--- src/rtl/control_entrada_pkg.sv ---
// Shared key codes, entry-state encoding and keypad size for the operand-entry path.
package teclado_pkg;
    localparam int KEYPAD_N = 4;

    localparam logic [3:0] K_A   = 4'hA;
    localparam logic [3:0] K_B   = 4'hB;
    localparam logic [3:0] K_C   = 4'hC;
    localparam logic [3:0] K_D   = 4'hD;
    localparam logic [3:0] K_CLR = 4'hE;
    localparam logic [3:0] K_ENT = 4'hF;

    typedef enum logic [1:0] {
        S_OP_A = 2'b00,
        S_OP_B = 2'b01,
        S_DONE = 2'b10
    } entry_state_t;
endpackage

--- src/rtl/control_entrada_if.sv ---
// Scanner-to-entry handshake: captured one-hot press plus valid/ack.
interface control_entrada_if #(parameter int WIDTH = 4);
    logic [WIDTH-1:0] pressed_col;
    logic [WIDTH-1:0] pressed_row;
    logic             pressed_valid;
    logic             ack_read;

    modport master (output pressed_col, pressed_row, pressed_valid, input ack_read);
    modport slave  (input pressed_col, pressed_row, pressed_valid, output ack_read);
endinterface

--- src/rtl/decodificador_tecla.sv ---
// Combinational one-hot row/column to key code for the 4x4 keypad layout.
module decodificador_tecla
    import teclado_pkg::*;
(
    input  logic [KEYPAD_N-1:0] row,
    input  logic [KEYPAD_N-1:0] col,
    output logic [3:0]          code,
    output logic                onehot_ok
);
    logic [1:0] ri, ci;

    always_comb begin
        ri = 2'd0;
        ci = 2'd0;
        for (int i = 0; i < KEYPAD_N; i++) begin
            if (row[i]) ri = 2'(i);
            if (col[i]) ci = 2'(i);
        end
        onehot_ok = $onehot(row) && $onehot(col);
        case ({ri, ci})
            4'd0:    code = 4'h1;
            4'd1:    code = 4'h2;
            4'd2:    code = 4'h3;
            4'd3:    code = K_A;
            4'd4:    code = 4'h4;
            4'd5:    code = 4'h5;
            4'd6:    code = 4'h6;
            4'd7:    code = K_B;
            4'd8:    code = 4'h7;
            4'd9:    code = 4'h8;
            4'd10:   code = 4'h9;
            4'd11:   code = K_C;
            4'd12:   code = K_CLR;
            4'd13:   code = 4'h0;
            4'd14:   code = K_ENT;
            default: code = K_D;
        endcase
    end
endmodule

--- src/rtl/control_entrada.sv ---
// Operand-entry controller: acks scanner presses, decodes them and builds two BCD operands.
module control_entrada
    import teclado_pkg::*;
#(
    parameter int WIDTH = 4,
    parameter int NDIG  = 3
) (
    input  logic                 clk,
    input  logic                 rst_n,
    control_entrada_if.slave     kp,
    output logic [4*NDIG-1:0]    operand_a,
    output logic [4*NDIG-1:0]    operand_b,
    output logic                 operands_valid,
    output logic [1:0]           entry_state,
    output logic [3:0]           key_code,
    output logic                 key_strobe,
    output logic                 key_err
);
    localparam int CW = $clog2(NDIG + 1);

    entry_state_t     state_q, state_d;
    logic [4*NDIG-1:0] a_q, a_d, b_q, b_d;
    logic [CW-1:0]    cnt_a_q, cnt_a_d, cnt_b_q, cnt_b_d;
    logic [WIDTH-1:0] row_q, row_d, col_q, col_d;
    logic             ack_q, ack_d, strobe_q, strobe_d, err_q, err_d;
    logic [3:0]       code_q, code_d;

    logic [3:0]       dec_code;
    logic             dec_ok;
    logic             is_digit;
    logic [4*NDIG-1:0] digit_ext;

    decodificador_tecla u_dec (
        .row       (row_q),
        .col       (col_q),
        .code      (dec_code),
        .onehot_ok (dec_ok)
    );

    assign is_digit  = (dec_code <= 4'd9);
    assign digit_ext = {{(4*NDIG-4){1'b0}}, dec_code};

    always_comb begin
        state_d  = state_q;
        a_d      = a_q;
        b_d      = b_q;
        cnt_a_d  = cnt_a_q;
        cnt_b_d  = cnt_b_q;
        row_d    = row_q;
        col_d    = col_q;
        code_d   = code_q;
        ack_d    = 1'b0;
        strobe_d = 1'b0;
        err_d    = 1'b0;

        // ack_q marks the processing cycle; pressed_valid is ignored there
        if (ack_q) begin
            if (!dec_ok) begin
                err_d = 1'b1;
            end else begin
                strobe_d = 1'b1;
                code_d   = dec_code;
                if (dec_code == K_CLR) begin
                    state_d = S_OP_A;
                    a_d     = '0;
                    b_d     = '0;
                    cnt_a_d = '0;
                    cnt_b_d = '0;
                end else begin
                    case (state_q)
                        S_OP_A: begin
                            if (is_digit && cnt_a_q < CW'(NDIG)) begin
                                a_d     = (a_q << 4) | digit_ext;
                                cnt_a_d = cnt_a_q + CW'(1);
                            end else if (dec_code == K_A) begin
                                state_d = S_OP_B;
                                b_d     = '0;
                                cnt_b_d = '0;
                            end
                        end
                        S_OP_B: begin
                            if (is_digit && cnt_b_q < CW'(NDIG)) begin
                                b_d     = (b_q << 4) | digit_ext;
                                cnt_b_d = cnt_b_q + CW'(1);
                            end else if (dec_code == K_ENT) begin
                                state_d = S_DONE;
                            end
                        end
                        S_DONE: begin
                            if (is_digit) begin
                                state_d = S_OP_A;
                                a_d     = digit_ext;
                                b_d     = '0;
                                cnt_a_d = CW'(1);
                                cnt_b_d = '0;
                            end
                        end
                        default: state_d = S_OP_A;
                    endcase
                end
            end
        end else if (kp.pressed_valid) begin
            ack_d = 1'b1;
            row_d = kp.pressed_row;
            col_d = kp.pressed_col;
        end
    end

    always_ff @(posedge clk or negedge rst_n) begin
        if (!rst_n) begin
            state_q  <= S_OP_A;
            a_q      <= '0;
            b_q      <= '0;
            cnt_a_q  <= '0;
            cnt_b_q  <= '0;
            row_q    <= '0;
            col_q    <= '0;
            code_q   <= '0;
            ack_q    <= 1'b0;
            strobe_q <= 1'b0;
            err_q    <= 1'b0;
        end else begin
            state_q  <= state_d;
            a_q      <= a_d;
            b_q      <= b_d;
            cnt_a_q  <= cnt_a_d;
            cnt_b_q  <= cnt_b_d;
            row_q    <= row_d;
            col_q    <= col_d;
            code_q   <= code_d;
            ack_q    <= ack_d;
            strobe_q <= strobe_d;
            err_q    <= err_d;
        end
    end

    assign kp.ack_read     = ack_q;
    assign operand_a       = a_q;
    assign operand_b       = b_q;
    assign entry_state     = state_q;
    assign operands_valid  = (state_q == S_DONE);
    assign key_code        = code_q;
    assign key_strobe      = strobe_q;
    assign key_err         = err_q;
endmodule
--- src/flat_wrapper.sv ---
// flat-port wrapper written by rule: the top's interface ports become plain ports
module control_entrada_flat import teclado_pkg::*;
#(
    parameter int WIDTH = 4,
    parameter int NDIG  = 3
)
  (clk, rst_n, operand_a, operand_b, operands_valid, entry_state, key_code, key_strobe, key_err, kp_pressed_col, kp_pressed_row, kp_pressed_valid, kp_ack_read);
  control_entrada_if #(.WIDTH(WIDTH)) kp_i ();
  input  logic clk;
  input  logic rst_n;
  output logic [4*NDIG-1:0] operand_a;
  output logic [4*NDIG-1:0] operand_b;
  output logic operands_valid;
  output logic [1:0] entry_state;
  output logic [3:0] key_code;
  output logic key_strobe;
  output logic key_err;
  input wire logic [$bits(kp_i.pressed_col)-1:0] kp_pressed_col;
  input wire logic [$bits(kp_i.pressed_row)-1:0] kp_pressed_row;
  input wire logic [$bits(kp_i.pressed_valid)-1:0] kp_pressed_valid;
  output wire logic [$bits(kp_i.ack_read)-1:0] kp_ack_read;
  assign kp_i.pressed_col = kp_pressed_col;
  assign kp_i.pressed_row = kp_pressed_row;
  assign kp_i.pressed_valid = kp_pressed_valid;
  assign kp_ack_read = kp_i.ack_read;
  control_entrada #(.WIDTH(WIDTH), .NDIG(NDIG)) u_core (.clk(clk), .rst_n(rst_n), .kp(kp_i), .operand_a(operand_a), .operand_b(operand_b), .operands_valid(operands_valid), .entry_state(entry_state), .key_code(key_code), .key_strobe(key_strobe), .key_err(key_err));
endmodule
--- config.mk ---
export PLATFORM = sky130hd
export DESIGN_NAME = control_entrada_flat
export DESIGN_NICKNAME = d
export VERILOG_FILES = /design/src/rtl/control_entrada_pkg.sv /design/src/rtl/control_entrada_if.sv /design/src/rtl/decodificador_tecla.sv /design/src/rtl/control_entrada.sv /design/src/flat_wrapper.sv
export SDC_FILE = /design/constraint.sdc
export NUM_CORES = 1
export LEC_CHECK = 0
export CELL_PAD_IN_SITES_DETAIL_PLACEMENT = 1
export CELL_PAD_IN_SITES_GLOBAL_PLACEMENT = 1
export CORE_ASPECT_RATIO = 0.75
export CORE_MARGIN = 4
export CORE_UTILIZATION = 40
export CTS_CLUSTER_SIZE = 24
export DETAILED_ROUTE_END_ITERATION = 8
export GPL_ROUTABILITY_DRIVEN = 0
export HOLD_SLACK_MARGIN = 0.06
export PLACE_DENSITY = 0.81
export SYNTH_ARGS = -nofsm -noshare
export SYNTH_HDL_FRONTEND = slang
export SYNTH_SLANG_ARGS = --single-unit
--- constraint.sdc ---
create_clock -name clk -period 4.3 [get_ports clk]
set_input_delay 0.645 -clock clk [delete_from_list [all_inputs] [get_ports clk]]
set_output_delay 0.645 -clock clk [all_outputs]
set_load 0.02 [all_outputs]
==> impl_results.md <==
* Period utilisation layout at 0.859
* Max-cap violations at 0
* Die extent in y at 74.5 µm
* Setup total negative slack at 0 ps
* Crit path time final at 3690 ps
* Clock Latency Late Sink at 310 ps
* Tot GR Track Use at 0.165
* Longest Clk Path Bufs at 2
* Kind of critical path: flop to flop
* Total core area at 0.00553 mm²
* Reg-to-Reg Start: u_core.row_q[1]$_DFFE_PN0P_
* Crit path launch type: flop
* Ant diodes at 0
* Share of the synthesized area in the top cell type at 0.477
* Highest clock rate at 0.271 GHz
* Register area share after synthesis at 0.477
* Pleak at 1.29 nW
* Detailed Place HPWL at 4.21 mm
* Via density at 5.16
* Wire per inst at 15.6 µm
* PD cells at 514 mW/mm²
* Initial drt markers at 73
* ANT nets after route at 0
* Synthesized flop and latch total at 45
* Reg clk slew, reported paths at 90 ps
* Met3 WL at 242 µm
* Cell taking the most area after synthesis: dfrtp_1
* Layout cells sized above 1 at 0.137
* WL final at 5.52 mm
* Initial Utilization at 0.427
* Largest net degree at the start of global routing at 46
* H-tree Lvls at 2
* Worst reg2reg endpoint: u_core.operand_a[10]$_DFFE_PN0P_
* Final Hold Vio Count at 0
* Final setup vio count at 0
* Remaining Overflow, GRT at 0
* Critical path capture point type: flop
* Worst r2r path cells at 13
* Clock tree sinks at 45
* PortBufs at 44
* Type of the tightest min-delay check: primary input to asynchronous set/reset pin
* First-pass GRT wire length at 9.48 mm
* Syn nets at 253
* Synth warnings at 0
* Uppermost layer routed: met4
* Mapped Cells at 231
* Nets at 299
* Postcts setup bufs at 0
* Critical Path RT at 4520 ps
* Via count at 1821
* Initial antenna violation count at 0
* Synth top area cells: dfrtp_1, mux2_2, inv_1
* Worst-path fanout max at 16
* Io pins at 45
* Slew HR at 0.324
* Worst slew pin tran at 1010 ps
* First-pass iteration count of the detailed router at 4
* WL met1 at 2.60 mm
* Die Span X at 96.7 µm
* WL met2 at 2.63 mm
* CTS Root Cell: clkbuf_8
* Status: finished clean
* Avg Inst Size Synth at 10.2 µm²
* Die area at 0.00720 mm²
* Worst vdd ir at 0.000189 V
* Number of global-route vias before repair at 1863
* DRC viols at 0
* Setup ws final at 608 ps
* CP arrival at 3910 ps
* Cell variety after synth at 49
* P&R area growth vs syn at 25.5%
* Final max-slew violation count at 0
* Cts repair resizes at 0
* Setup slack at placement at 611 ps
* Hold_buf cts at 0
* Register-to-register setup slack at 610 ps
* Synthesized area at 0.00236 mm²
* RSZ-0062 raised after global routing: no
* Num CTS Buffers at 5
* Rows at 23
* TritonCTS clock tree: built
* Final Skew at 11.4 ps
==> report_power, final <==
| group | switching, mW | internal (mW) | total (mW) |
|---|---|---|---|
| clock network | 0.153 | 0.174 | 0.327 |
| logic | 0.318 | 0.273 | 0.591 |
| registers | 0.0860 | 0.517 | 0.603 |
| total | 0.557 | 0.963 | 1.52 |
==> synthesized netlist by cell type, drive strengths merged <==
master,n
mux2,14
nor3b,1
a21o,1
o21ai,21
nand2,24
nor4,2
or2b,1
a21oi,3
a31oi,1
nor2,12
fa,2
o31a,1
nor4b,1
o31ai,2
or3,1
o211ai,1
clkbuf,2
ha,9
o21a,1
o221a,1
or4,1
nand3,11
inv,33
nor3,8
dfrtp,45
and3,1
or4b,1
buf,5
a211oi,1
mux2i,9
and2,1
o32a,1
o22ai,1
o21bai,1
nor2b,7
a311oi,1
nand2b,3
==> metal layers <==
metal	GRT usage	vias up
met3	0.0403	5
met5	0	-
li1	-	868
met1	0.222	908
met4	0.0545	0
met2	0.268	40
==> state kept, by name (all words and copies together) (netlist names) <==
register	count
u_core.cnt_a_q	2
u_core.row_q	4
u_core.entry_state	2
u_core.key_code	4
u_core.kp.ack_read	1
u_core.key_err	1
u_core.col_q	4
u_core.key_strobe	1
u_core.cnt_b_q	2
u_core.operand_a	12
u_core.operand_b	12
==> layout by cell type (no fill, tap or decap), drive strengths merged, types with 2 or more instances in the layout <==
master,count
dfrtp,45
clkdlybuf4s50,43
inv,33
nand2,24
o21ai,21
mux2,14
nor2,12
nand3,11
mux2i,9
ha,9
nor3,8
nor2b,7
clkbuf,5
nand2b,3
a21oi,3
buf,3
fa,2
o31ai,2
nor4,2
==> worst max path at each step <==
stage	startpoint	end	slack (ps)	cells past startpoint
finish	u_core.row_q[1]$_DFFE_PN0P_	u_core.operand_a[10]$_DFFE_PN0P_	610	13
global placement	u_core.row_q[1]$_DFFE_PN0P_	u_core.operand_a[3]$_DFFE_PN0P_	810	11
global route	u_core.row_q[1]$_DFFE_PN0P_	u_core.operand_a[10]$_DFFE_PN0P_	280	13
CTS	u_core.row_q[1]$_DFFE_PN0P_	u_core.operand_a[10]$_DFFE_PN0P_	590	13
floorplan	u_core.row_q[1]$_DFFE_PN0P_	u_core.cnt_b_q[0]$_DFFE_PN0P_	1150	12
detailed placement	u_core.row_q[1]$_DFFE_PN0P_	u_core.operand_a[10]$_DFFE_PN0P_	610	13
==> worst max-delay path: stages (launching register included) <==
cell	delay (ps)
dfrtp_1	420
ha_1	290
inv_1	50
fa_1	410
inv_1	60
ha_1	210
or4b_1	510
nor3_1	250
nand2_1	240
inv_1	190
o21a_1	510
buf_4	260
nand3_1	80
o21ai_0	110
==> through the flow <==
stage / hold WS [ps] / instance area, µm² / util / instances / total power [mW]
after detailed placement: 495 / 2840 / 0.515 / 345 / 1.21
final: 499 / 2960 / 0.536 / 353 / 1.52
after CTS: 517 / 2960 / 0.536 / 353 / 1.55
after global routing: 547 / 2960 / 0.536 / 353 / 1.63
after floorplan: 349 / 2360 / - / 231 / 0.955
after global placement: 487 / 2840 / 0.515 / 345 / 1.18
==> kinds of logic after synthesis <==
kind of cell             after synthesis  share of synthesized area
AO/OA/AOI/OAI                         37                      0.105
adder cells (fa/ha/maj)               11                     0.0647
buffers and inverters                 40                     0.0775
flip-flops                            45                      0.477
multiplexers                          23                      0.107
AND/OR/NAND/NOR                       75                      0.169
==> final cells by class <==
| type | count | area, µm² |
|---|---|---|
| tap | 75 | 93.8 |
| clock buffer | 5 | 68.8 |
| inverter | 33 | 124 |
| timing repair buffer | 46 | 450 |
| fill | 619 | 2570 |
| multi-input combinational | 146 | 1050 |
| clock inverter | 3 | 46.3 |
| sequential | 45 | 1130 |
Note: power is estimated with default switching activity, not from simulation.
